[src/rtl/y86_pkg.sv]
// Y86-64 encodings shared by the hazard controller, its interface and the bench.
package y86_pkg;

  localparam int unsigned Y86_REG_W   = 4;
  localparam int unsigned Y86_ICODE_W = 4;
  localparam int unsigned Y86_STAT_W  = 4;

  // Instruction codes
  localparam logic [3:0] I_HALT   = 4'h0;
  localparam logic [3:0] I_NOP    = 4'h1;
  localparam logic [3:0] I_RRMOVQ = 4'h2;
  localparam logic [3:0] I_IRMOVQ = 4'h3;
  localparam logic [3:0] I_RMMOVQ = 4'h4;
  localparam logic [3:0] I_MRMOVQ = 4'h5;
  localparam logic [3:0] I_OPQ    = 4'h6;
  localparam logic [3:0] I_JXX    = 4'h7;
  localparam logic [3:0] I_CALL   = 4'h8;
  localparam logic [3:0] I_RET    = 4'h9;
  localparam logic [3:0] I_PUSHQ  = 4'hA;
  localparam logic [3:0] I_POPQ   = 4'hB;

  // One-hot status codes, AOK in the MSB
  localparam logic [3:0] STAT_AOK = 4'b1000;
  localparam logic [3:0] STAT_HLT = 4'b0100;
  localparam logic [3:0] STAT_ADR = 4'b0010;
  localparam logic [3:0] STAT_INS = 4'b0001;

  localparam logic [3:0] RNONE = 4'hF;

  typedef enum logic [0:0] {
    S_RUN  = 1'b0,
    S_HALT = 1'b1
  } ctrl_state_t;

  // True for instructions that load a register from memory in the memory stage
  function automatic logic is_load(input logic [3:0] icode);
    return (icode == I_MRMOVQ) || (icode == I_POPQ);
  endfunction

endpackage

[src/rtl/pipe_hazard_ctrl_v2_if.sv]
// Pipeline-side view of the hazard controller.
//   master : pipeline (drives stage icodes/regs/status, perf_clr; receives controls, counters)
//   slave  : hazard controller
interface pipe_hazard_ctrl_v2_if #(
  parameter int unsigned REG_W   = y86_pkg::Y86_REG_W,
  parameter int unsigned ICODE_W = y86_pkg::Y86_ICODE_W,
  parameter int unsigned STAT_W  = y86_pkg::Y86_STAT_W,
  parameter int unsigned CNT_W   = 32
);

  logic [ICODE_W-1:0] D_icode;
  logic [REG_W-1:0]   d_srcA;
  logic [REG_W-1:0]   d_srcB;
  logic [ICODE_W-1:0] E_icode;
  logic [REG_W-1:0]   E_destM;
  logic               e_Cnd;
  logic [ICODE_W-1:0] M_icode;
  logic [STAT_W-1:0]  m_stat;
  logic [ICODE_W-1:0] W_icode;
  logic [STAT_W-1:0]  W_stat;
  logic               perf_clr;

  logic               setcc;
  logic               F_stall;
  logic               D_stall;
  logic               D_bubble;
  logic               E_bubble;
  logic               M_bubble;
  logic               W_stall;
  logic               halted;
  logic [CNT_W-1:0]   cnt_cycle;
  logic [CNT_W-1:0]   cnt_retire;
  logic [CNT_W-1:0]   cnt_ldu;
  logic [CNT_W-1:0]   cnt_misp;
  logic [CNT_W-1:0]   cnt_ret;

  modport master (
    output D_icode, d_srcA, d_srcB, E_icode, E_destM, e_Cnd,
           M_icode, m_stat, W_icode, W_stat, perf_clr,
    input  setcc, F_stall, D_stall, D_bubble, E_bubble, M_bubble, W_stall, halted,
           cnt_cycle, cnt_retire, cnt_ldu, cnt_misp, cnt_ret
  );

  modport slave (
    input  D_icode, d_srcA, d_srcB, E_icode, E_destM, e_Cnd,
           M_icode, m_stat, W_icode, W_stat, perf_clr,
    output setcc, F_stall, D_stall, D_bubble, E_bubble, M_bubble, W_stall, halted,
           cnt_cycle, cnt_retire, cnt_ldu, cnt_misp, cnt_ret
  );

endinterface

[src/rtl/sat_counter.sv]
// Saturating up-counter with synchronous clear (clear beats increment).
//   clk, rst : clock, async active-high reset
//   clr      : synchronous clear
//   inc      : count enable
//   q        : registered count, holds at all-ones
module sat_counter #(
  parameter int unsigned CNT_W = 32
) (
  input  logic             clk,
  input  logic             rst,
  input  logic             clr,
  input  logic             inc,
  output logic [CNT_W-1:0] q
);

  always_ff @(posedge clk or posedge rst) begin
    if (rst) begin
      q <= '0;
    end else if (clr) begin
      q <= '0;
    end else if (inc && (q != '1)) begin
      q <= q + CNT_W'(1);
    end
  end

endmodule

[src/rtl/pipe_hazard_ctrl_v2.sv]
// Y86-64 pipeline hazard controller: stall/bubble/setcc generation, exception
// freeze FSM and saturating performance counters.
//   clk, rst : clock, async active-high reset
//   bus      : pipe_hazard_ctrl_v2_if.slave (stage inputs, pipe controls, counters)
module pipe_hazard_ctrl_v2
  import y86_pkg::*;
#(
  parameter int unsigned CNT_W = 32
) (
  input  logic                  clk,
  input  logic                  rst,
  pipe_hazard_ctrl_v2_if.slave  bus
);

  ctrl_state_t r_state;
  ctrl_state_t w_state_nxt;

  logic w_lu;
  logic w_ret;
  logic w_misp;
  logic w_wbad;
  logic w_exc;
  logic w_run;

  // Hazard terms; RNONE as a load destination can never collide with a source
  assign w_lu   = is_load(bus.E_icode) && (bus.E_destM != RNONE) &&
                  ((bus.E_destM == bus.d_srcA) || (bus.E_destM == bus.d_srcB));
  assign w_ret  = (bus.D_icode == I_RET) || (bus.E_icode == I_RET) || (bus.M_icode == I_RET);
  assign w_misp = (bus.E_icode == I_JXX) && !bus.e_Cnd;
  assign w_wbad = (bus.W_stat != STAT_AOK);
  assign w_exc  = (bus.m_stat != STAT_AOK) || w_wbad;
  assign w_run  = (r_state == S_RUN);

  // State register
  always_ff @(posedge clk or posedge rst) begin
    if (rst) begin
      r_state <= S_RUN;
    end else begin
      r_state <= w_state_nxt;
    end
  end

  // Next state: freeze once a faulting instruction reaches writeback
  always_comb begin
    w_state_nxt = r_state;
    case (r_state)
      S_RUN:   if (w_wbad) w_state_nxt = S_HALT;
      S_HALT:  w_state_nxt = S_HALT;
      default: w_state_nxt = S_RUN;
    endcase
  end

  // Pipe controls; combinational so hazards act in the same cycle
  always_comb begin
    bus.F_stall  = 1'b0;
    bus.D_stall  = 1'b0;
    bus.D_bubble = 1'b0;
    bus.E_bubble = 1'b0;
    bus.M_bubble = 1'b0;
    bus.W_stall  = 1'b0;
    bus.setcc    = 1'b0;
    bus.halted   = 1'b0;
    if (rst) begin
      bus.D_bubble = 1'b1;
      bus.E_bubble = 1'b1;
      bus.M_bubble = 1'b1;
    end else if (r_state == S_HALT) begin
      bus.F_stall  = 1'b1;
      bus.D_stall  = 1'b1;
      bus.W_stall  = 1'b1;
      bus.halted   = 1'b1;
    end else begin
      bus.F_stall  = w_lu | w_ret;
      bus.D_stall  = w_lu;
      // A load/use stall must hold decode, so ret only bubbles decode without one
      bus.D_bubble = w_misp | (w_ret & !w_lu);
      bus.E_bubble = w_misp | w_lu;
      bus.M_bubble = w_exc;
      bus.W_stall  = w_wbad;
      bus.setcc    = !((bus.E_icode == I_HALT) | w_exc);
    end
  end

  // Performance counters, counting only while running
  sat_counter #(.CNT_W(CNT_W)) u_cnt_cycle (
    .clk(clk), .rst(rst), .clr(bus.perf_clr),
    .inc(w_run),
    .q(bus.cnt_cycle)
  );

  sat_counter #(.CNT_W(CNT_W)) u_cnt_retire (
    .clk(clk), .rst(rst), .clr(bus.perf_clr),
    .inc(w_run && (bus.W_icode != I_NOP) && !w_wbad),
    .q(bus.cnt_retire)
  );

  sat_counter #(.CNT_W(CNT_W)) u_cnt_ldu (
    .clk(clk), .rst(rst), .clr(bus.perf_clr),
    .inc(w_run && w_lu && !w_exc),
    .q(bus.cnt_ldu)
  );

  sat_counter #(.CNT_W(CNT_W)) u_cnt_misp (
    .clk(clk), .rst(rst), .clr(bus.perf_clr),
    .inc(w_run && w_misp && !w_exc),
    .q(bus.cnt_misp)
  );

  sat_counter #(.CNT_W(CNT_W)) u_cnt_ret (
    .clk(clk), .rst(rst), .clr(bus.perf_clr),
    .inc(w_run && w_ret && !w_exc),
    .q(bus.cnt_ret)
  );

endmodule
[src/flat_wrapper.sv]
// flat-port wrapper written by rule: the top's interface ports become plain ports
module pipe_hazard_ctrl_v2_flat import y86_pkg::*;
#(
  parameter int unsigned CNT_W = 32
)
  (clk, rst, bus_D_icode, bus_d_srcA, bus_d_srcB, bus_E_icode, bus_E_destM, bus_e_Cnd, bus_M_icode, bus_m_stat, bus_W_icode, bus_W_stat, bus_perf_clr, bus_setcc, bus_F_stall, bus_D_stall, bus_D_bubble, bus_E_bubble, bus_M_bubble, bus_W_stall, bus_halted, bus_cnt_cycle, bus_cnt_retire, bus_cnt_ldu, bus_cnt_misp, bus_cnt_ret);
  pipe_hazard_ctrl_v2_if #(.CNT_W(CNT_W)) bus_i ();
  input  logic clk;
  input  logic rst;
  input wire logic [$bits(bus_i.D_icode)-1:0] bus_D_icode;
  input wire logic [$bits(bus_i.d_srcA)-1:0] bus_d_srcA;
  input wire logic [$bits(bus_i.d_srcB)-1:0] bus_d_srcB;
  input wire logic [$bits(bus_i.E_icode)-1:0] bus_E_icode;
  input wire logic [$bits(bus_i.E_destM)-1:0] bus_E_destM;
  input wire logic [$bits(bus_i.e_Cnd)-1:0] bus_e_Cnd;
  input wire logic [$bits(bus_i.M_icode)-1:0] bus_M_icode;
  input wire logic [$bits(bus_i.m_stat)-1:0] bus_m_stat;
  input wire logic [$bits(bus_i.W_icode)-1:0] bus_W_icode;
  input wire logic [$bits(bus_i.W_stat)-1:0] bus_W_stat;
  input wire logic [$bits(bus_i.perf_clr)-1:0] bus_perf_clr;
  output wire logic [$bits(bus_i.setcc)-1:0] bus_setcc;
  output wire logic [$bits(bus_i.F_stall)-1:0] bus_F_stall;
  output wire logic [$bits(bus_i.D_stall)-1:0] bus_D_stall;
  output wire logic [$bits(bus_i.D_bubble)-1:0] bus_D_bubble;
  output wire logic [$bits(bus_i.E_bubble)-1:0] bus_E_bubble;
  output wire logic [$bits(bus_i.M_bubble)-1:0] bus_M_bubble;
  output wire logic [$bits(bus_i.W_stall)-1:0] bus_W_stall;
  output wire logic [$bits(bus_i.halted)-1:0] bus_halted;
  output wire logic [$bits(bus_i.cnt_cycle)-1:0] bus_cnt_cycle;
  output wire logic [$bits(bus_i.cnt_retire)-1:0] bus_cnt_retire;
  output wire logic [$bits(bus_i.cnt_ldu)-1:0] bus_cnt_ldu;
  output wire logic [$bits(bus_i.cnt_misp)-1:0] bus_cnt_misp;
  output wire logic [$bits(bus_i.cnt_ret)-1:0] bus_cnt_ret;
  assign bus_i.D_icode = bus_D_icode;
  assign bus_i.d_srcA = bus_d_srcA;
  assign bus_i.d_srcB = bus_d_srcB;
  assign bus_i.E_icode = bus_E_icode;
  assign bus_i.E_destM = bus_E_destM;
  assign bus_i.e_Cnd = bus_e_Cnd;
  assign bus_i.M_icode = bus_M_icode;
  assign bus_i.m_stat = bus_m_stat;
  assign bus_i.W_icode = bus_W_icode;
  assign bus_i.W_stat = bus_W_stat;
  assign bus_i.perf_clr = bus_perf_clr;
  assign bus_setcc = bus_i.setcc;
  assign bus_F_stall = bus_i.F_stall;
  assign bus_D_stall = bus_i.D_stall;
  assign bus_D_bubble = bus_i.D_bubble;
  assign bus_E_bubble = bus_i.E_bubble;
  assign bus_M_bubble = bus_i.M_bubble;
  assign bus_W_stall = bus_i.W_stall;
  assign bus_halted = bus_i.halted;
  assign bus_cnt_cycle = bus_i.cnt_cycle;
  assign bus_cnt_retire = bus_i.cnt_retire;
  assign bus_cnt_ldu = bus_i.cnt_ldu;
  assign bus_cnt_misp = bus_i.cnt_misp;
  assign bus_cnt_ret = bus_i.cnt_ret;
  pipe_hazard_ctrl_v2 #(.CNT_W(CNT_W)) u_core (.clk(clk), .rst(rst), .bus(bus_i));
endmodule
[config.mk]
export PLATFORM = sky130hd
export DESIGN_NAME = pipe_hazard_ctrl_v2_flat
export DESIGN_NICKNAME = d
export VERILOG_FILES = /design/src/rtl/y86_pkg.sv /design/src/rtl/pipe_hazard_ctrl_v2_if.sv /design/src/rtl/sat_counter.sv /design/src/rtl/pipe_hazard_ctrl_v2.sv /design/src/flat_wrapper.sv
export SDC_FILE = /design/constraint.sdc
export NUM_CORES = 1
export LEC_CHECK = 0
export CAP_MARGIN = 25
export CORE_MARGIN = 2
export CORE_UTILIZATION = 65
export DETAILED_ROUTE_END_ITERATION = 8
export DONT_BUFFER_PORTS = 1
export PLACE_DENSITY = 0.89
export SYNTH_ARGS = -nofsm -noshare
export SYNTH_HDL_FRONTEND = slang
export SYNTH_HIERARCHICAL = 1
export SYNTH_SLANG_ARGS = --single-unit
[constraint.sdc]
create_clock -name clk -period 7 [get_ports clk]
set_clock_uncertainty 0.2 [all_clocks]
set_input_delay 0.7 -clock clk [delete_from_list [all_inputs] [get_ports clk]]
set_output_delay 0.7 -clock clk [all_outputs]
set_load 0.01 [all_outputs]
# Word level (Yosys, flattened, before mapping)
# Cells that the tools add are included.
word_totals:
  reg_bits: 161
  in_bits: 40
  output_inout_bits: 168
  elab_cells: 94
classes:
  addsub: 5
  n_eq_ne: 17
  n_mux: 28
  bitwise: 6
  reduce_logical: 32
ops:
  columns: ["cell", "n"]
  rows:
  - ["two-way mux 32 bit", 10]
  - ["adder 32 x 1 -> 32 bit, second input constant", 5]
  - ["inequality test 32 bit, second input constant", 5]
  - ["two-way mux 1 bit", 17]
  - ["== test 4 bit, second input constant", 4]
  - ["logical AND 1 bit", 16]
  - ["inequality test 4 bit, second input constant", 3]
  - ["nonzero test 2 bit", 5]
  - ["== test 4 x 3 -> 1 bit, second input constant", 2]
  - ["== test 4 bit", 2]
  - ["zero test 1 bit", 5]
  - ["logical OR 1 bit", 5]
  - ["zero test 4 bit", 1]
  - ["inequality test 4 x 1 -> 1 bit, second input constant", 1]
  - ["OR 1 bit", 4]
  - ["one-hot mux 1 bit (2 select lines)", 1]
  - ["bitwise AND 1 bit", 1]
  - ["inverter 1 bit", 1]

# Logic depth before layout (Yosys ltp)
# Gate-level depths: netlist of run 1.
depth:
  ltp_word: 9
  mapped_depth: 10

# Hierarchy
# The synthesis of run 1 kept the hierarchy.
by_module_without_submodules:
  columns: ["mod", "n_inst", "cells_per_inst", "area_per_inst_um2", "seq_area_each_um2"]
  rows:
  - ["sat_counter", 5, 186, 1740.4, 800.8]
  - ["pipe_hazard_ctrl_v2", 1, 47, 337.8, 25.0]

# Worst setup path before layout of run 1
# OpenSTA, ideal clock, no wires.
synth_timing:
  path_kind: "input port to flip-flop"
  startpoint: "input bus_E_destM[1]"
  endpoint: "register u_core.u_cnt_ldu.q[19]"
  setup_ns: 0.078
  arrival_ns: 2.894
  required_time_ns: 6.722
  setup_slack_ns: 3.828
  stages: 10
  n_path_buf: 1
  path_cell_list: "xor2_1 > nor4_2 > o2111ai_2 > nor2_1 > nand4_1 > nor3_1 > o311ai_1 > buf_2 > or4_1 > a21oi_1"
synth_via:
  elab_chain_cells: 7
  elab_cells_between_ends: 10
  cone_classes: "3 x eq/ne; 7 x reduce/logical"
synth_lines:
  columns: ["element", "line", "text"]
  rows:
  - ["start, declared", "flat_wrapper.sv:14", "input wire logic [$bits(bus_i.E_destM)-1:0] bus_E_destM;"]
  - ["inequality test 4 bit / == test 4 bit (equally long branches)", "pipe_hazard_ctrl_v2.sv:26, pipe_hazard_ctrl_v2.sv:27", null]
  - ["logical AND 1 bit / logical OR 1 bit (equally long branches)", "pipe_hazard_ctrl_v2.sv:26, pipe_hazard_ctrl_v2.sv:27", null]
  - ["logical AND 1 bit (*)", "pipe_hazard_ctrl_v2.sv:26", "assign w_lu = is_load(bus.E_icode) && (bus.E_destM != RNONE) &&"]
  - ["logical AND 1 bit (*) (2 in series)", "pipe_hazard_ctrl_v2.sv:99", ".inc(w_run && w_lu && !w_exc),"]
  - ["logical AND 1 bit (*)", "sat_counter.sv:21", "end else if (inc && (q != '1)) begin"]
  - ["nonzero test 2 bit (no source line) (*)", null, null]
  - ["end signal, assigned", "sat_counter.sv:22", "q <= q + CNT_W'(1);"]
  - ["end, declared", "sat_counter.sv:13", "output logic [CNT_W-1:0] q"]
# Every way passes the cells marked *; elsewhere a longest branch is shown, timed or not.
# A chain may end at the register's enable or synchronous reset.

# Worst setup path in the final report of run 1
layout_timing:
  startpoint: "input bus_E_icode[3]"
  endpoint: "register u_core.u_cnt_ldu.q[31]"
layout_via:
  elab_chain_cells: 8
  elab_cells_between_ends: 9
  cone_classes: "2 x eq/ne; 7 x reduce/logical"
layout_lines:
  columns: ["element", "line", "text"]
  rows:
  - ["start, declared", "flat_wrapper.sv:13", "input wire logic [$bits(bus_i.E_icode)-1:0] bus_E_icode;"]
  - ["== test 4 x 3 -> 1 bit / == test 4 bit (equally long branches)", "y86_pkg.sv:37", "return (icode == I_MRMOVQ) || (icode == I_POPQ);"]
  - ["logical OR 1 bit (*)", "y86_pkg.sv:37", null]
  - ["logical AND 1 bit (*) (2 in series)", "pipe_hazard_ctrl_v2.sv:26", null]
  - ["logical AND 1 bit (*) (2 in series)", "pipe_hazard_ctrl_v2.sv:99", null]
  - ["logical AND 1 bit (*)", "sat_counter.sv:21", null]
  - ["nonzero test 2 bit (no source line) (*)", null, null]
# Marks and branches as above.

==> out/metrics.csv, run 1 <==
stage,metric,value,unit
detailed_routing,dr_total_vias,8458,
cts,ctsResizeCount,0,
power_and_ir_drop,pwr-share-clk,0.516,
critical_path,r2r-end,u_core/u_cnt_ldu/q[31]$_DFFE_PP0P_,
cts,cts_max_level,4,
worst_hold_path,hold_class,input port to async pin,
global_routing,grt.overflow.total,0,
detailed_routing,detail-route-antenna-nets,0,
yosys,syn_area_per_cell,9.25,sq um
critical_path,critPathArrivalTime,3620,ps
detailed_routing,drcViolationCount,0,
power_and_ir_drop,p_sw_frac,0.207,
global_routing,use_met3,0.0932,
yosys,ys_async_sr_fraction,1.00,
detailed_routing,wl_per_cell,20.7,um
placement,routabilityCongestion,0.881,
cts,cts_setup_buffers,0,
timing,slew_viol_final,0,
detailed_routing,drt_iter0_drc,697,
finish,fillerInstances,992,
yosys,syn_inst,977,
global_routing,use_met1,0.403,
yosys,yosysUniqueCellTypes,45,
power_and_ir_drop,p_int,0.00158,W
timing,timing.final.crit_period,3470,ps
floorplanning,initial_core_util,0.659,
yosys,ys_seq_area_frac,0.446,
timing,finalSetupViolations,0,
power_and_ir_drop,power_per_cell_area,202,nW/um^2
yosys,synth_nets,1022,
yosys,synth_seq_cells,161,
cts,clk_pin_slew_worst_paths,70,ps
floorplanning,rows,43,
cts,clk_latency,430,ps
power_and_ir_drop,total_power,0.00199,W
critical_path,start_kind,input port,
power_and_ir_drop,p_seq_frac,0.467,
timing,fin_crit_sh,0.496,
yosys,synth-xor-area-share,0.0223,
yosys,muxShareOfSynthArea,0.00554,
critical_path,cp.required,7150,ps
cts,cts_buffer_depth,2,
power_and_ir_drop,p_comb_frac,0.018,
timing,hold_viol,0,
finish,drive_above_1_share,0.0726,
global_routing,grt_max_degree,161,
placement,placed_area,9190,sq um
floorplanning,die_w,122,um
finish,nets,1024,
power_and_ir_drop,p_leak,3.63,nW
cts,numCtsBuffers,17,
timing,rsz0062_at_grt,false,
cts,cts_tree,done,
critical_path,r2r-start,u_core/r_state$_DFF_PP0_,
finish,diodes,0,
floorplanning,fp.dieArea,14900,sq um
timing,whs,28.5,ps
outcome,status,"complete, no violations",
yosys,synth-simple-area-share,0.267,
detailed_routing,viasPerCell,7.22,
yosys,synth_compound_area_frac,0.217,
global_routing,grt_usage,0.322,
yosys,syn_area,9040,sq um
critical_path,cp-end-kind,flip-flop,
timing,relSlewSlack,0.255,
critical_path,reg2reg_depth,10,
floorplanning,core_area,13700,sq um
critical_path,rrSetupSlack,3650,ps
global_routing,use_met2,0.524,
timing,fin_tns_setup,0,ps
timing,fmax,288,MHz
power_and_ir_drop,vdd_drop_max,0.146,mV
yosys,synth-edff-count,0,
cts,holdBufCountCts,1,
placement,portBuffers,0,
cts,cts.sinks,161,
global_routing,grt_pass1_wl,38300,um
placement,dpl.hpwl,16100,um
floorplanning,ios,208,
yosys,synth_warnings,6,
yosys,synth_top_family_by_area,simple AND/OR/NAND/NOR gates,
power_and_ir_drop,p_switching,0.000412,W
global_routing,top_usage_layer,met2,
critical_path,critPathKind,input port to flip-flop,
flow_run,drv_cap,0,
global_routing,grt_pass1_vias,7809,
floorplanning,dieHeight,122,um
yosys,yosys_most_used_dff,dfrtp_1,
global_routing,antenna_found_initial,0,
yosys,synthAdderAreaFrac,0.00692,
detailed_routing,first_pass_iters,5,
timing,tightest_slew,1100,ps
detailed_routing,drt-total-wl,24300,um
finish,fin_area,9860,sq um
critical_path,path_max_fanout,15,
finish,syn2layout_area_growth,9.05,%
cts,cts.root.buffer_cell,clkbuf_16,
==> final cells by class <==
class | count | area (sq um) | share of cell area
well taps | 180 | 225 | 0.0228
flip-flops and latches | 161 | 4030 | 0.409
clock buffers | 19 | 443 | 0.0449
multi-input cells | 742 | 4690 | 0.476
inverters | 43 | 161 | 0.0164
repair buffers | 14 | 100 | 0.0102
clock inverters | 13 | 210 | 0.0213
==> flip-flops by register name, indices dropped and copies added (netlist names) <==
signal and flops:
u_core/u_cnt_misp/q 32, u_core/r_state 1, u_core/u_cnt_ret/q 32, u_core/u_cnt_cycle/q 32, u_core/u_cnt_retire/q 32, u_core/u_cnt_ldu/q 32
==> cell usage in the layout (no fill, tap or decap), types with 6 or more instances in the layout <==
cell type	n
dfrtp_1	161
a21oi_1	136
o31ai_1	75
or4_1	70
o21ai_0	60
or3_1	60
nand2_1	58
nand3_1	51
inv_1	42
nor2_1	38
nand4_1	31
and4_1	20
clkbuf_16	17
nor4_1	16
and3_1	15
xor2_1	13
xnor2_1	10
buf_4	10
and2_1	6
nor3_1	6
==> how the worst max path moves through the flow <==
stage | from | endpoint | slack [ps] | cells past startpoint
5_1_grt | bus_E_icode[3] | u_core/u_cnt_ldu/q[31]$_DFFE_PP0P_ | 3430 | 10
6_report | bus_E_icode[3] | u_core/u_cnt_ldu/q[31]$_DFFE_PP0P_ | 3530 | 10
3_3_place_gp | bus_E_icode[3] | u_core/u_cnt_ldu/q[27]$_DFFE_PP0P_ | 3450 | 10
3_5_place_dp | bus_W_stat[1] | u_core/u_cnt_ret/q[27]$_DFFE_PP0P_ | 3360 | 10
4_1_cts | bus_E_icode[3] | u_core/u_cnt_ldu/q[31]$_DFFE_PP0P_ | 3660 | 10
2_1_floorplan | bus_E_destM[1] | u_core/u_cnt_ldu/q[19]$_DFFE_PP0P_ | 3830 | 10
==> metal layers <==
layer | up-vias | share of wire
met2 | 413 | 0.49
met4 | 0 | 0.030
met5 | - | 0
met3 | 61 | 0.090
met1 | 4134 | 0.39
li1 | 3850 | -
==> synthesized netlist by cell type, types with 6 or more instances <==
| master | number | share of area |
|---|---|---|
| nand4_1 | 31 | 0.021 |
| a21oi_1 | 136 | 0.075 |
| o21ai_0 | 60 | 0.033 |
| and4_1 | 20 | 0.019 |
| and3_1 | 15 | 0.010 |
| nor4_1 | 16 | 0.011 |
| or4_1 | 70 | 0.058 |
| nor2_1 | 38 | 0.016 |
| clkbuf_1 | 21 | 0.0087 |
| inv_1 | 42 | 0.017 |
| nand3_1 | 51 | 0.028 |
| nor3_1 | 6 | 0.0033 |
| dfrtp_1 | 161 | 0.45 |
| o31ai_1 | 75 | 0.062 |
| xor2_1 | 13 | 0.013 |
| or3_1 | 60 | 0.042 |
| nand2_1 | 58 | 0.024 |
| xnor2_1 | 10 | 0.0097 |
| and2_1 | 6 | 0.0042 |
==> stage by stage <==
step                      setup WS, ps  utilization  instances
final                             3530        0.719       1172
after global placement            3450        0.669       1136
after detailed placement          3360        0.669       1137
after CTS                         3660        0.718       1170
after floorplan                   3830            -        977
after global routing              3430        0.719       1172
==> worst max-delay path: stages <==
cell and delay (ps):
nand2b_1 120, o22ai_1 410, o2111ai_2 290, nor2_1 320, nand4_1 300, nor3_1 390
o311ai_1 190, buf_4 220, or4_1 490, a21oi_1 180
==> power groups by stage <==
stage	registers (W)	logic (W)	clock network, W
finish	0.000930	0.0000350	0.00103
global route	0.000930	0.0000399	0.00108
CTS	0.000930	0.0000361	0.00104
detailed placement	0.000948	0.0000354	0
global placement	0.000948	0.0000349	0
floorplan	0.000948	0.0000355	0
==> cell families (layout without fill, tap and decap cells) <==
| group | after synthesis | in the layout |
|---|---|---|
| flip-flops | 161 | 161 |
| multiplexers | 5 | 5 |
| AND/OR/NAND/NOR | 395 | 395 |
| buffers and inverters | 74 | 89 |
| adder cells (fa/ha/maj) | 5 | 5 |
| AO/OA/AOI/OAI | 314 | 314 |
| XOR/XNOR | 23 | 23 |
(Power assumes the default switching activity.)
==> run 2: changes to the inputs <==
Settings changed: ABC_AREA set to 1, CORE_UTILIZATION 65 to 59, PLACE_DENSITY 0.89 to 0.86.
Clock period 7 ns to 2.9 ns, I/O delays scaled along.
==> run 2 against run 1 <==
Global-route usage decreased by 1.1 points. Combinational power increased to 5.8 times the previous value. Hold slack improved by 2.3 ps. Sequential power increased by 140%. Register-to-register slack got worse by 3300 ps. Synthesized cell count increased by 94%. Die area increased by 42%. Cell count increased by 86%. Via count increased by 47%. Largest power group unchanged.
==> out/metrics.csv, run 2 <==
stage,metric,value,unit,change
power_and_ir_drop,p_sw_frac,0.239,,+0.0325
yosys,yosysUniqueCellTypes,31,,-31%
finish,diodes,0,,unchanged
finish,final_cell_mix,"nand2_1, nor2_1, inv_1",,
finish,syn2layout_area_growth,7.29,%,
detailed_routing,drt_iter0_drc,1097,,+57%
yosys,ys_top_cells_by_count,"nand2_1, nor2_1, inv_1",,
critical_path,r2r-start,u_core/u_cnt_ret/q[1]$_DFFE_PP0P_,,
timing,relSlewSlack,0.388,,+0.133
finish,nets,1946,,+90%
detailed_routing,wl_per_cell,15.5,um,-25%
yosys,synth_warnings,6,,unchanged
critical_path,reg2reg_depth,11,,+1
global_routing,grt_pass1_wl,54700,um,+43%
cts,cts_buffer_depth,2,,unchanged
global_routing,grt.overflow.total,0,,unchanged
floorplanning,die_w,145,um,+19%
critical_path,start_kind,flip-flop,,
critical_path,path_max_fanout,21,,+6
power_and_ir_drop,p_int,0.00359,W,+130%
yosys,ys_seq_area_frac,0.341,,-0.104
detailed_routing,dr_total_vias,12400,,+47%
critical_path,critPathKind,flip-flop to flip-flop,,
yosys,ys_async_sr_fraction,1.00,,unchanged
global_routing,antenna_found_initial,0,,unchanged
yosys,synth-edff-count,0,,unchanged
yosys,synth_seq_cells,161,,unchanged
critical_path,r2r-end,u_core/u_cnt_ret/q[26]$_DFFE_PP0P_,,
timing,timing.final.crit_period,2530,ps,
timing,fin_tns_setup,0,ps,unchanged
finish,fin_util,0.648,,-0.0701
placement,routabilityCongestion,0.939,,+6.5%
yosys,syn_inst,1898,,+94%
yosys,synth_nets,1943,,+90%
worst_hold_path,hp-start,bus_W_stat[0],,
timing,slew_viol_final,0,,unchanged
cts,clk_latency,440,ps,about the same
cts,cts.sinks,161,,unchanged
critical_path,rrSetupSlack,370,ps,-3280 ps
floorplanning,fp.dieArea,21100,sq um,+42%
global_routing,grt_usage,0.311,,-0.0109
global_routing,grt_pass1_vias,11400,,+46%
power_and_ir_drop,pwr-share-clk,0.482,,-0.034
yosys,synth.area.top_cells,"dfrtp_1, nand2_1, nor2_1",,
cts,ctsResizeCount,0,,unchanged
floorplanning,rows,51,,+19%
cts,numCtsBuffers,17,,unchanged
yosys,syn_area_per_cell,6.22,sq um,-33%
timing,rsz0062_at_grt,false,,
flow_run,drv_cap,0,,unchanged
detailed_routing,detail-route-antenna-nets,0,,unchanged
critical_path,critPathArrivalTime,2700,ps,-920 ps
floorplanning,core_area,19500,sq um,+42%
placement,portBuffers,0,,unchanged
power_and_ir_drop,power_per_cell_area,373,nW/um^2,+84%
detailed_routing,first_pass_iters,6,,+1
detailed_routing,drt-total-wl,33700,um,+39%
power_and_ir_drop,p_leak,6.00,nW,+65%
yosys,yosys_most_used_dff,dfrtp_1,,
detailed_routing,viasPerCell,5.71,,-21%
yosys,yosysTopAreaCell,dfrtp_1,,
outcome,status,"complete, no violations",,
detailed_routing,drcViolationCount,0,,unchanged
floorplanning,ios,208,,unchanged
cts,cts_tree,done,,
timing,fmax,395,MHz,
critical_path,cp-end-kind,flip-flop,,
timing,hold_viol,0,,unchanged
finish,final_common_cell,nand2_1,,
power_and_ir_drop,p_seq_frac,0.475,,+0.008
timing,finalSetupViolations,0,,unchanged
worst_hold_path,min_path_cells,4,,
power_and_ir_drop,p_comb_frac,0.043,,+0.025
timing,tightest_slew,917,ps,-186 ps
floorplanning,dieHeight,145,um,+19%
yosys,syn_area,11800,sq um,+31%
global_routing,grt_max_degree,56,,-65%
timing,fin_crit_sh,0.873,,
power_and_ir_drop,vdd_drop_max,0.401,mV,+170%
finish,fillerInstances,1785,,+80%
yosys,yosysTopAreaCellShare,0.341,,-0.104
floorplanning,initial_core_util,0.604,,-0.0545
finish,drive_above_1_share,0.0773,,+0.00474
cts,clk_pin_slew_worst_paths,70,ps,about the same
critical_path,cp.required,3070,ps,-4080 ps
cts,cts_max_level,4,,unchanged
worst_hold_path,holdPathEnd,u_core/r_state$_DFF_PP0_,,
power_and_ir_drop,p_switching,0.00113,W,+170%
placement,dpl.hpwl,23900,um,+49%
worst_hold_path,hold_class,input port to flip-flop,,
cts,cts.root.buffer_cell,clkbuf_16,,
yosys,yosysMostFrequentCell,nand2_1,,
-- run 2: changes by cell type after synthesis, sizes merged, moves of 20 or more --
cell,change
a21oi,-120
o21ai,+26
or4,-75
o31ai,-75
or3,-65
nand2,+733
and4,-20
inv,+157
nor2,+281
nand3,+104
-- run 2: final cells by class --
cell class / instances / area, sq um / share of cell area
inverters: 204 / 766 / 0.0605
repair buffers: 24 / 203 / 0.0160
well taps: 265 / 332 / 0.0262
clock inverters: 12 / 133 / 0.0105
clock buffers: 20 / 457 / 0.0361
multi-input cells: 1493 / 6740 / 0.533
flip-flops and latches: 161 / 4030 / 0.318
-- run 2: power by group through the flow --
stage | sequential [W] | combinational [W] | clock (W)
global route | 0.00224 | 0.000223 | 0.00241
CTS | 0.00225 | 0.000204 | 0.00231
detailed placement | 0.00229 | 0.000183 | 0
global placement | 0.00229 | 0.000179 | 0
floorplan | 0.00229 | 0.000159 | 0
finish | 0.00225 | 0.000203 | 0.00227
-- run 2: worst max path at each step --
stage	start	endpoint	slack, ps
global route	u_core/u_cnt_ret/q[1]$_DFFE_PP0P_	u_core/u_cnt_ret/q[4]$_DFFE_PP0P_	220
CTS	u_core/u_cnt_ret/q[1]$_DFFE_PP0P_	u_core/u_cnt_ret/q[13]$_DFFE_PP0P_	430
finish	u_core/u_cnt_ret/q[1]$_DFFE_PP0P_	u_core/u_cnt_ret/q[26]$_DFFE_PP0P_	370
detailed placement	u_core/u_cnt_ret/q[1]$_DFFE_PP0P_	u_core/u_cnt_ret/q[5]$_DFFE_PP0P_	450
floorplan	bus_E_icode[2]	u_core/u_cnt_ldu/q[19]$_DFFE_PP0P_	830
global placement	bus_m_stat[2]	u_core/u_cnt_ldu/q[28]$_DFFE_PP0P_	540
-- run 2: worst max-delay path, cell delays in order (launching register included) --
cell and delay, ps:
dfrtp_1 440, ha_1 240, nand2_1 110, nor2_2 210
nand2_4 130, nor2_8 180, nand2_4 70, nand2_4 110
nand2_4 170, inv_2 400, nand2_1 90, nand2_1 90
-- run 2: metrics by stage --
stage | total power [W] | worst slack [ps] | instance area, sq um | hold WS [ps] | cells
CTS | 0.00476 | 434 | 12700 | 17.6 | 2179
detailed placement | 0.00247 | 452 | 12000 | -135 | 2145
global placement | 0.00247 | 537 | 12000 | -139 | 2145
global route | 0.00487 | 222 | 12700 | 46.1 | 2179
floorplan | 0.00245 | 831 | 11800 | -150 | 1898
finish | 0.00472 | 368 | 12700 | 30.8 | 2179
-- run 2: cell families after synthesis --
group	synth area share
AOI/OAI and AO/OA	0.0551
xor gates and xnor gates	0.0148
adders and majority gates	0.00530
buffers and inverters	0.0871
DFF	0.341
and+or+nand+nor	0.496
-- run 2: repair_timing --
item                       4_1_cts  5_1_grt
setup endpoints to repair        0        0
hold buffers                     2        0
hold endpoints to repair       206        0
buffers inserted                 0        0
-- run 2: metal layers --
layer | track usage | vias up | share of wire
met5 | 0 | - | 0
met4 | 0.124 | 0 | 0.026
met3 | 0.0624 | 71 | 0.090
met2 | 0.531 | 658 | 0.49
met1 | 0.388 | 5747 | 0.40
li1 | - | 5961 | -
==> run 3: changes to the inputs <==
Settings changed: GPL_ROUTABILITY_DRIVEN set to 0, RECOVER_POWER set to 25.
==> run 3 against run 2 <==
The flow now finishes with violations (max-capacitance violations, max-slew violations). Non-clock buffer count did not move. Sequential share of layout area barely moved. Critical endpoint is now u_core/u_cnt_ret/q[25]$_DFFE_PP0P_. Via count rose by 0.23%. Fmax rose by 0.46%. Sequential power barely moved. Cell count did not move. Largest power group unchanged. Highest routed layer unchanged. Clock power barely moved. Critical path type unchanged. Clock-buffer cell count did not move. Register-to-register slack barely moved. Wire length barely moved.
==> out/metrics.csv, run 3 (synthesis results as in run 2) <==
stage,metric,value,unit,change
detailed_routing,viasPerCell,5.72,,+0.23%
timing,fin_tns_setup,0,ps,unchanged
finish,final_cell_mix,"nand2_1, nor2_1, inv_1",,
critical_path,path_max_fanout,21,,unchanged
global_routing,grt_pass1_wl,54700,um,unchanged
timing,finalSetupViolations,0,,unchanged
floorplanning,core_area,19500,sq um,unchanged
power_and_ir_drop,power_per_cell_area,373,nW/um^2,+0.11%
placement,dpl.hpwl,23900,um,unchanged
critical_path,cp.required,3080,ps,about the same
finish,nets,1946,,unchanged
timing,slew_viol_final,132,,+132
cts,clk_latency,440,ps,about the same
cts,cts.root.buffer_cell,clkbuf_16,,
floorplanning,rows,51,,unchanged
flow_run,drv_cap,4,,+4
cts,clk_pin_slew_worst_paths,70,ps,about the same
global_routing,grt_usage,0.311,,unchanged
power_and_ir_drop,vdd_drop_max,0.400,mV,-0.21%
critical_path,critPathKind,flip-flop to flip-flop,,
cts,numCtsBuffers,17,,unchanged
finish,syn2layout_area_growth,7.17,%,
global_routing,grt.overflow.total,0,,unchanged
floorplanning,ios,208,,unchanged
cts,cts_max_level,4,,unchanged
detailed_routing,first_pass_iters,9,,+3
outcome,status,"finished, violations left",,
floorplanning,fp.dieArea,21100,sq um,unchanged
critical_path,rrSetupSlack,380,ps,about the same
global_routing,antenna_found_initial,0,,unchanged
outcome,violations,"max-capacitance violations, max-slew violations",,
power_and_ir_drop,pwr-share-clk,0.482,,about the same
placement,numPlacedInstances,2145,,unchanged
timing,fmax,397,MHz,+0.46%
finish,drive_above_1_share,0.0752,,-0.00209
detailed_routing,drt-total-wl,33700,um,about the same
timing,timing.final.crit_period,2520,ps,-11.6 ps
power_and_ir_drop,p_int,0.00359,W,about the same
floorplanning,initial_core_util,0.604,,unchanged
detailed_routing,highest_layer,met4,,
power_and_ir_drop,p_leak,5.98,nW,-0.24%
cts,cts.sinks,161,,unchanged
detailed_routing,drcViolationCount,0,,unchanged
power_and_ir_drop,p_seq_frac,0.476,,about the same
critical_path,cp-end-kind,flip-flop,,
timing,tightest_slew,1810,ps,+894 ps
critical_path,critPathArrivalTime,2700,ps,about the same
power_and_ir_drop,p_comb_frac,0.042,,about the same
placement,portBuffers,0,,unchanged
detailed_routing,wl_met2,16300,um,-0.63%
cts,cts_buffer_depth,2,,unchanged
timing,rsz0062_at_grt,false,,
power_and_ir_drop,p_sw_frac,0.240,,+0.000419
detailed_routing,wl_met1,13300,um,-0.12%
finish,diodes,0,,unchanged
floorplanning,die_w,145,um,unchanged
detailed_routing,drt_iter0_drc,1010,,-7.9%
critical_path,start_kind,flip-flop,,
detailed_routing,wl_met3,3070,um,+1.5%
detailed_routing,detail-route-antenna-nets,0,,unchanged
floorplanning,dieHeight,145,um,unchanged
power_and_ir_drop,p_switching,0.00113,W,+0.17%
finish,fin_area,12600,sq um,-0.12%
worst_hold_path,hold_class,input port to flip-flop,,
timing,fin_crit_sh,0.869,,-0.00399
timing,relSlewSlack,-0.207,,-0.595
global_routing,grt_pass1_vias,11400,,unchanged
cts,cts_tree,done,,
placement,placed_area,12000,sq um,unchanged
detailed_routing,dr_total_vias,12500,,+0.23%
global_routing,grt_max_degree,56,,unchanged
detailed_routing,wl_per_cell,15.5,um,about the same
finish,fin_cells,2179,,unchanged
timing,hold_viol,0,,unchanged
finish,final_common_cell,nand2_1,,
## run 3: cell types whose count changed in the layout (fill, tap and decap cells not counted), sizes merged
cell,previous run,this run
buf,23,19
clkbuf,20,24
## run 3: final cells by class
cell class / count / area (sq um)
sequential: 161 / 4030
multi-input combinational: 1493 / 6740
timing repair buffer: 24 / 188
fill: 1788 / 6880
tap: 265 / 332
inverter: 204 / 766
clock buffer: 20 / 457
clock inverter: 12 / 133
## run 3: repair_timing
item	4_1_cts	5_1_grt
endpoints found under the hold margin	206	0
hold buffers	2	0
buffers inserted	0	0
gates resized for setup	0	0
## run 3: final timing paths
path | start | end | cells past startpoint
setup / recovery | u_core/u_cnt_ret/q[1]$_DFFE_PP0P_ | u_core/u_cnt_ret/q[25]$_DFFE_PP0P_ | 11
min in group asynchronous | rst | u_core/r_state$_DFF_PP0_ | 2
max in group asynchronous | rst | u_core/u_cnt_ret/q[10]$_DFFE_PP0P_ | 3
setup reg to reg | u_core/u_cnt_ret/q[1]$_DFFE_PP0P_ | u_core/u_cnt_ret/q[25]$_DFFE_PP0P_ | 11
hold / removal | bus_W_stat[0] | u_core/r_state$_DFF_PP0_ | 4
hold reg to reg | u_core/u_cnt_cycle/q[1]$_DFFE_PP0P_ | u_core/u_cnt_cycle/q[1]$_DFFE_PP0P_ | 2
## run 3: power groups by stage
stage | logic [W] | registers [W] | clock network [W]
6_report | 0.000200 | 0.00225 | 0.00228
5_1_grt | 0.000220 | 0.00224 | 0.00241
4_1_cts | 0.000204 | 0.00225 | 0.00231
3_5_place_dp | 0.000183 | 0.00229 | 0
3_3_place_gp | 0.000179 | 0.00229 | 0
2_1_floorplan | 0.000159 | 0.00229 | 0
## run 3: per-stage QoR
stage	utilization	setup WS (ps)	power, W	hold slack, ps
finish	0.648	380	0.00472	48.4
global route	0.648	118	0.00487	46.1
CTS	0.648	434	0.00476	17.6
detailed placement	0.616	452	0.00247	-135
global placement	0.616	537	0.00247	-139
floorplan	-	831	0.00245	-150
## run 3: critical path, stage by stage, from the launching register on
cell and delay, ps:
dfrtp_1 440, ha_1 240, nand2_1 110, nor2_2 210
nand2_4 130, nor2_8 180, nand2_4 70, nand2_4 110
nand2_4 170, inv_2 390, nand2_1 120, nand2_1 80
## run 3: per-layer routing
| layer | vias to the layer above | track usage |
|---|---|---|
| li1 | 5961 | - |
| met1 | 5775 | 0.388 |
| met2 | 639 | 0.531 |
| met3 | 90 | 0.0624 |
| met4 | 0 | 0.124 |
| met5 | - | 0 |
